[src/rtl/serial_adder.sv]
// Bit-serial LSB-first adder: one full-adder slice (two half adders + carry FF) per clock.
// Define SERIAL_ADDER_SUB_EN to add an i_sub port for two's-complement subtraction.
module serial_adder #(
   parameter int unsigned WIDTH = 8,
   parameter int unsigned CNT_W = $clog2(WIDTH) + 1
) (
   input  logic             i_clk,
   input  logic             i_rst,
   input  logic             i_start,
`ifdef SERIAL_ADDER_SUB_EN
   input  logic             i_sub,
`endif
   input  logic [WIDTH-1:0] i_a,
   input  logic [WIDTH-1:0] i_b,
   output logic             o_busy,
   output logic             o_done,
   output logic [WIDTH-1:0] o_sum,
   output logic             o_cout
);

   typedef enum logic [1:0] {StIdle, StRun, StDone} state_t;

   state_t             r_state;
   state_t             w_state_next;
   logic [WIDTH-1:0]   r_sha;
   logic [WIDTH-1:0]   r_shb;
   logic [WIDTH-1:0]   r_res;
   logic [WIDTH-1:0]   r_sum;
   logic               r_carry;
   logic               r_cout;
   logic [CNT_W-1:0]   r_cnt;

   logic               w_ha1_s;
   logic               w_ha1_c;
   logic               w_ha2_s;
   logic               w_ha2_c;
   logic               w_bit;
   logic               w_carry_next;
   logic               w_last;
   logic [WIDTH-1:0]   w_res_next;
   logic [WIDTH-1:0]   w_b_load;
   logic               w_cin;

`ifdef SERIAL_ADDER_SUB_EN
   assign w_b_load = i_sub ? ~i_b : i_b;
   assign w_cin    = i_sub;
`else
   assign w_b_load = i_b;
   assign w_cin    = 1'b0;
`endif

   // Full-adder slice built from two half-adder stages.
   assign w_ha1_s      = r_sha[0] ^ r_shb[0];
   assign w_ha1_c      = r_sha[0] & r_shb[0];
   assign w_ha2_s      = w_ha1_s ^ r_carry;
   assign w_ha2_c      = w_ha1_s & r_carry;
   assign w_bit        = w_ha2_s;
   assign w_carry_next = w_ha1_c | w_ha2_c;

   // Insert the new bit at the MSB; the concat keeps WIDTH=1 legal.
   assign w_res_next = WIDTH'({w_bit, r_res} >> 1);
   assign w_last     = (r_cnt == CNT_W'(WIDTH - 1));

   always_comb begin
      w_state_next = r_state;
      unique case (r_state)
         StIdle:  if (i_start) w_state_next = StRun;
         StRun:   if (w_last) w_state_next = StDone;
         StDone:  w_state_next = StIdle;
         default: w_state_next = StIdle;
      endcase
   end

   always_ff @(posedge i_clk) begin
      if (i_rst) begin
         r_state <= StIdle;
         r_sha   <= '0;
         r_shb   <= '0;
         r_res   <= '0;
         r_sum   <= '0;
         r_carry <= 1'b0;
         r_cout  <= 1'b0;
         r_cnt   <= '0;
      end else begin
         r_state <= w_state_next;
         case (r_state)
            StIdle: begin
               if (i_start) begin
                  r_sha   <= i_a;
                  r_shb   <= w_b_load;
                  r_carry <= w_cin;
                  r_cnt   <= '0;
               end
            end
            StRun: begin
               r_sha   <= r_sha >> 1;
               r_shb   <= r_shb >> 1;
               r_carry <= w_carry_next;
               r_res   <= w_res_next;
               r_cnt   <= r_cnt + CNT_W'(1);
               // Visible result only changes once the last bit is in.
               if (w_last) begin
                  r_sum  <= w_res_next;
                  r_cout <= w_carry_next;
               end
            end
            default: ;
         endcase
      end
   end

   assign o_busy = (r_state == StRun);
   assign o_done = (r_state == StDone);
   assign o_sum  = r_sum;
   assign o_cout = r_cout;

endmodule

[config.mk]
export PLATFORM = sky130hd
export DESIGN_NAME = serial_adder
export DESIGN_NICKNAME = d
export VERILOG_FILES = /design/src/rtl/serial_adder.sv
export SDC_FILE = /design/constraint.sdc
export NUM_CORES = 1
export LEC_CHECK = 0
export ABC_AREA = 1
export BUFFER_PORTS_ARGS = -buffer_cell sky130_fd_sc_hd__buf_2
export CAP_MARGIN = 20
export CORE_MARGIN = 4
export CORE_UTILIZATION = 61
export CTS_BUF_LIST = sky130_fd_sc_hd__clkbuf_8
export DETAILED_ROUTE_END_ITERATION = 6
export PLACE_DENSITY = 0.86
export RECOVER_POWER = 100
export SKIP_LAST_GASP = 1
export SYNTH_ARGS = -nofsm -noshare
export SYNTH_HDL_FRONTEND = slang
export SYNTH_SLANG_ARGS = --single-unit
[constraint.sdc]
create_clock -name i_clk -period 2.7 [get_ports i_clk]
set_clock_uncertainty 0.2 [all_clocks]
set_input_delay 0.405 -clock i_clk [delete_from_list [all_inputs] [get_ports i_clk]]
set_output_delay 0.405 -clock i_clk [all_outputs]
set_load 0.02 [all_outputs]
==> results of run 1 <==
## path summary, 6_finish.rpt
| path | slack, ns | end | start | depth (start not counted) |
|---|---|---|---|---|
| setup reg to reg | 0.83 | r_state[0] | r_state[1] | 5 |
| hold reg to reg | 0.25 | r_res[7] | r_res[7] | 2 |
| hold / removal | 0.11 | r_shb[0] | i_b[0] | 3 |
| setup / recovery | 0.71 | r_shb[0] | i_rst | 5 |
## logic make-up (layout without fill, tap and decap cells)
logic type                 after synthesis  in the layout  synth area share (%)
and+or+nand+nor                        141            141                  36.5
AOI/OAI and AO/OA                       24             24                  7.15
DFF                                     39             39                  45.5
adders and majority gates                2              2                  1.90
buffers and inverters                   34             65                  8.97
## power breakdown
group | internal (W) | leakage (nW) | switching, W
registers | 0.000608 | 0.318 | 0.0000173
clock network | 0.000177 | 0.0477 | 0.000198
logic | 0.0000530 | 0.478 | 0.000104
total | 0.000837 | 0.844 | 0.000320
## per-stage QoR
step                worst slack, ns  hold WS (ns)  power [W]
floorplan                      1.33         0.227   0.000761
global placement               1.05         0.237   0.000795
detailed placement            0.996         0.243   0.000800
CTS                           0.778         0.108    0.00117
global route                  0.578         0.116    0.00122
finish                        0.711         0.113    0.00116
## worst reg2reg max path, stage by stage, from the launching register on
cell and delay, ns:
dfxtp_1 0.34, inv_1 0.14, nand2_1 0.42, nor2_1 0.45, inv_1 0.11, o22ai_1 0.14
## per-layer routing
layer | routed length, um | global-route usage, % | vias up | share of wire [%]
li1 | - | - | 810 | -
met1 | 1430 | 24.1 | 701 | 42
met2 | 1650 | 38.1 | 53 | 49
met3 | 228 | 3.77 | 7 | 6.7
met4 | 77 | 11.1 | 0 | 2.3
met5 | 0 | 0 | - | 0
## Yosys cell counts
| cell type | instances |
|---|---|
| clkbuf_1 | 3 |
| inv_2 | 2 |
| nand3_1 | 21 |
| o21ai_1 | 6 |
| o21ai_0 | 7 |
| nand4_1 | 3 |
| ha_1 | 1 |
| inv_1 | 22 |
| nand2_1 | 57 |
| dfxtp_1 | 39 |
| clkinv_1 | 1 |
| nand3b_1 | 1 |
| nor2_2 | 5 |
| nor3_1 | 1 |
| buf_2 | 3 |
| nand3b_2 | 1 |
| nand2_4 | 3 |
| o22ai_1 | 2 |
| nor2_1 | 47 |
| a21oi_1 | 9 |
| fa_1 | 1 |
| nor2_4 | 2 |
| buf_6 | 3 |
## area by class of cell
| class | count | area, um2 | share of cell area, % |
|---|---|---|---|
| Clock inverter | 3 | 15.0 | 0.788 |
| Multi-Input combinational cell | 167 | 759 | 39.9 |
| Clock buffer | 5 | 68.8 | 3.61 |
| Sequential cell | 39 | 781 | 41.0 |
| Inverter | 25 | 93.8 | 4.92 |
| Timing Repair Buffer | 32 | 150 | 7.88 |
| Tap cell | 30 | 37.5 | 1.97 |
## registers in the layout (all words and copies together) (netlist names)
name     flops
r_cnt        4
r_state      2
o_sum        8
r_sha        8
r_shb        8
r_carry      1
r_res        7
o_cout       1
## layout by cell type, fill, tap and decap left out, drive strengths merged, types with 4 or more instances in the layout
master	instances
clkbuf	17
nand3	21
inv	24
dfxtp	39
clkinv	4
buf	20
a21oi	9
nor2	54
nand2	60
o21ai	13
==> flow_summary_export.csv, run 1 <==
group,metric,value,unit
outcome,outcome,"finished, final reports clean",
logic_synthesis,synth_top_area_share,45.5,%
die,pin_count,30,
worst_setup_path,crit_family,"buffers and inverters",
grt,grt_overflow_total,0,
worst_setup_path,crit_path_cell_trace,"clkbuf_1, clkinv_1, clkbuf_1, nand4_1, nand3_1",
clocking,worstSkewPairLatency,0.29,ns
sta,fin_setup_tns,0,ns
logic_synthesis,synth_area,0.00172,mm2
placed_design,gp_congestion,0.812,
logic_synthesis,yosysSeqAreaShare,45.5,%
clocking,clk_pin_slew,0.07,ns
sta,min_period_over_period,73.7,%
pwr,powerDensity,607,mW/mm2
logic_synthesis,synth.avg_cell_area,7.15,um2
worst_setup_path,crit_top_cell,"clkbuf_1",
route,drcViolationCount,0,
grt,grt_pass1_vias,1446,
route,vias_per_cell,5.22,
final_layout,final_cells,301,
placed_design,dp_hpwl,2.36,mm
final_layout,fin_nets,291,
die,rows,18,
worst_setup_path,critPathSlowestCell,"clkbuf_1",
pwr,ir_drop,0.000474,V
sta,rsz0062_at_grt,"no",
worst_setup_path,cpPeakStageDelay,0.46,ns
placed_design,dp_cells,293,
route,wl_per_cell,11.2,um
sta,hold_viol_final,0,
die,die_x,61.0,um
pwr,leakagePower,0.844,nW
sta,setup_viol,0,
grt,grtUsageTotal,21.3,%
logic_synthesis,syn_nets,261,
logic_synthesis,ys_warn_count,0,
worst_setup_path,critPathKind,"in2reg",
placed_design,io_buffers,29,
route,dr.pass1.iters,4,
logic_synthesis,ys_types,23,
grt,grt_max_degree,21,
worst_setup_path,crit_path_max_fanout,20,
logic_synthesis,netlist_instances,240,
clocking,cts_root_buffer,"clkbuf_8",
clocking,cts.sinks,39,
die,die_area,0.00372,mm2
worst_setup_path,crit_buf_inv,3,
logic_synthesis,synth-seq-cells,39,
final_layout,design_area,0.00191,mm2
sta,slew_headroom,52.4,%
logic_synthesis,synth.top_cells.by_area,"dfxtp_1 46%, nand2_1 12%, nor2_1 10%",
grt,antenna_found_initial,0,
sta,clock.fmax,503,MHz
final_layout,syn_to_final_growth,11.1,%
worst_setup_path,crit_path_start_kind,"primary input",
clocking,htreeDepth,2,
die,core_area,0.00257,mm2
die,die_y,61.0,um
worst_setup_path,cp_data_arrival_time,1.97,ns
clocking,cts_resized,0,
worst_setup_path,cp-end-kind,"flip-flop",
route,detail-route-antenna-nets,0,
hold_path,hp-class,"in2reg",
final_layout,final_util,74.2,%
logic_synthesis,yosysTopAreaCell,"dfxtp_1",
route,wirelength,3.38,mm
flow_run,cap_viol_max_count,0,
sta,worst_pin_slew,0.715,ns
final_layout,drive_gt1_share,12.5,%
final_layout,antennaDiodeCount,0,
clocking,cts_setup_buffers,0,
clocking,clockBufferDepth,2,
route,vias,1571,
clocking,ctsHoldBuffers,0,
sta,fin_crit,1.99,ns
sta,slew_violations,0,
route,drt_iter0_drc,60,
clocking,numCtsBuffers,5,
placed_design,place_area,0.00186,mm2
final_layout,fillers,229,
clocking,cts_tree,"done",
die,initial_core_util,66.8,%
worst_setup_path,critPathRequiredTime,2.68,ns
grt,grt_pass1_wl,5.87,mm
Note: power is estimated with default switching activity, not from simulation.
==> run 2: changes to the inputs <==
--- a/config.mk
+++ b/config.mk
@@ -9,10 +9,10 @@
 export BUFFER_PORTS_ARGS = -buffer_cell sky130_fd_sc_hd__buf_2
 export CAP_MARGIN = 20
 export CORE_MARGIN = 4
-export CORE_UTILIZATION = 61
+export CORE_UTILIZATION = 57
 export CTS_BUF_LIST = sky130_fd_sc_hd__clkbuf_8
 export DETAILED_ROUTE_END_ITERATION = 6
-export PLACE_DENSITY = 0.86
+export PLACE_DENSITY = 0.81
 export RECOVER_POWER = 100
 export SKIP_LAST_GASP = 1
 export SYNTH_ARGS = -nofsm -noshare
==> constraint.sdc (replaced) <==
create_clock -name i_clk -period 2 [get_ports i_clk]
set_clock_uncertainty 0.2 [all_clocks]
set_input_delay 0.3 -clock i_clk [delete_from_list [all_inputs] [get_ports i_clk]]
set_output_delay 0.3 -clock i_clk [all_outputs]
set_load 0.02 [all_outputs]
==> flow_summary_export.csv, run 2 (synthesized netlist as in run 1, its figures left out) <==
group,metric,value,unit
outcome,outcome,"finished, final reports clean",
placed_design,io_buffers,29,
clocking,numCtsBuffers,5,
final_layout,fillers,266,
sta,slew_headroom,72.5,%
worst_setup_path,worstReg2RegEnd,"o_sum[6]",
grt,grt_overflow_total,0,
pwr,p_int,0.00113,W
pwr,combPwrFrac,13.9,%
die,rows,19,
final_layout,fin_nets,291,
worst_setup_path,critPathSlowestCell,"dfxtp_1",
final_layout,final_common_cell,"nand2_1",
clocking,clockBufferDepth,2,
placed_design,place_area,0.00186,mm2
worst_setup_path,critPathKind,"reg2out",
worst_setup_path,cpPeakStageDelay,0.42,ns
final_layout,final_cell_mix,"57 x nand2_1, 47 x nor2_1, 39 x dfxtp_1",
pwr,power_frac_seq,54.4,%
clocking,ctsHoldBuffers,0,
clocking,clk_pin_slew,0.07,ns
clocking,htreeDepth,2,
worst_setup_path,crit_path_cell_trace,"inv_1, nor2_4, clkbuf_2",
clocking,cts_root_buffer,"clkbuf_8",
sta,worst_pin_slew,0.412,ns
hold_path,hp-class,"in2reg",
sta,hold_viol_final,0,
sta,fin_crit,1.89,ns
die,pin_count,30,
final_layout,antennaDiodeCount,0,
placed_design,gp_congestion,0.800,
worst_setup_path,crit_path_max_fanout,17,
grt,grtUsageTotal,18.1,%
clocking,worstSkewPairLatency,0.28,ns
route,vias_per_cell,5.03,
route,drcViolationCount,0,
worst_setup_path,cp_data_arrival_time,1.39,ns
clocking,cts_tree,"done",
grt,grt_pass1_vias,1339,
hold_path,min_to,"r_shb[5]",
die,die_area,0.00395,mm2
clocking,cts.sinks,39,
hold_path,hp-start,"i_b[5]",
sta,clock.fmax,529,MHz
route,dr.pass1.iters,4,
placed_design,dp_hpwl,2.33,mm
worst_setup_path,worstRegToRegCells,5,
sta,fin_setup_tns,0,ns
route,wl_per_cell,10.9,um
die,die_y,62.9,um
final_layout,design_area,0.00192,mm2
die,initial_core_util,61.2,%
worst_setup_path,cp-end-kind,"output port",
pwr,clkPwrFrac,31.6,%
worst_setup_path,r2r_slack,0.28,ns
worst_setup_path,crit_buf_inv,2,
pwr,powerDensity,806,mW/mm2
worst_setup_path,r2r-start,"r_cnt[0]",
grt,grt_max_degree,24,
hold_path,hold_depth,3,
clocking,cts_resized,0,
worst_setup_path,critPathRequiredTime,1.50,ns
sta,slew_violations,0,
clocking,cts_setup_buffers,0,
route,wirelength,3.29,mm
grt,grt_pass1_wl,5.72,mm
pwr,power.switching,0.000419,W
final_layout,drive_gt1_share,14.0,%
route,detail-route-antenna-nets,0,
final_layout,syn_to_final_growth,12.0,%
worst_setup_path,crit_family,"flip-flops",
sta,setup_viol,0,
route,drt_iter0_drc,80,
pwr,swShare,27.0,%
sta,rsz0062_at_grt,"no",
route,vias,1518,
pwr,ir_drop,0.000551,V
die,die_x,62.9,um
sta,min_period_over_period,94.6,%
pwr,leakagePower,0.852,nW
worst_setup_path,crit_path_start_kind,"flip-flop",
flow_run,cap_viol_max_count,0,
die,core_area,0.00281,mm2
grt,antenna_found_initial,0,
[run 2: cell count changes in the layout (fill, tap and decap cells not counted), sizes merged]
| cell | before | now |
|---|---|---|
| buf | 20 | 21 |
| clkbuf | 17 | 16 |
| clkinv | 4 | 2 |
| inv | 24 | 26 |
[run 2: layout make-up]
class,count,area (um2),share of cell area (%)
clock buffer,5,68.8,3.58
sequential,39,781,40.6
clock inverter,3,12.5,0.651
timing repair buffer,32,155,8.07
tap,31,38.8,2.02
inverter,25,93.8,4.88
multi-input combinational,167,772,40.2
[run 2: worst max-delay path by stage]
stage | start | to | slack [ns] | cells past startpoint
after floorplan | r_sha[0] | r_res[7] | 0.67 | 5
after global placement | r_state[0] | r_sha[4] | 0.45 | 7
after detailed placement | r_state[0] | r_sha[6] | 0.41 | 7
after CTS | r_state[0] | o_busy | 0.13 | 3
after global routing | r_state[0] | o_busy | 0.04 | 3
final | r_state[0] | o_busy | 0.11 | 3
[run 2: power groups by stage]
stage / sequential [W] / combinational (W) / clock, W
after CTS: 0.000844 / 0.000218 / 0.000499
after floorplan: 0.000856 / 0.000171 / 0
after detailed placement: 0.000861 / 0.000217 / 0
after global routing: 0.000849 / 0.000251 / 0.000540
after global placement: 0.000860 / 0.000213 / 0
final: 0.000843 / 0.000216 / 0.000489
[run 2: tightest hold or removal path, cell delays in order]
cell and delay [ns]:
buf_2 0.07, nand2_1 0.04, nand3_1 0.05
[run 2: layer usage]
| metal | share of wire [%] | vias to the layer above | global-route usage [%] | routed length (um) |
|---|---|---|---|---|
| met5 | 0 | - | 0 | 0 |
| met4 | 1.6 | 0 | 6.61 | 54 |
| met2 | 48 | 49 | 31.4 | 1580 |
| li1 | - | 809 | - | - |
| met3 | 7.1 | 6 | 4.86 | 233 |
| met1 | 43 | 654 | 21.3 | 1420 |
[run 2: stage by stage]
| stage | worst slack [ns] | instances | hold slack [ns] | power [W] | util (%) |
|---|---|---|---|---|---|
| floorplan | 0.666 | 240 | 0.213 | 0.00103 | - |
| global placement | 0.445 | 294 | 0.237 | 0.00107 | 66.4 |
| detailed placement | 0.414 | 294 | 0.239 | 0.00108 | 66.4 |
| CTS | 0.125 | 302 | 0.00857 | 0.00156 | 69.3 |
| global route | 0.0389 | 302 | 0.0117 | 0.00164 | 68.5 |
| finish | 0.108 | 302 | 0.0132 | 0.00155 | 68.5 |
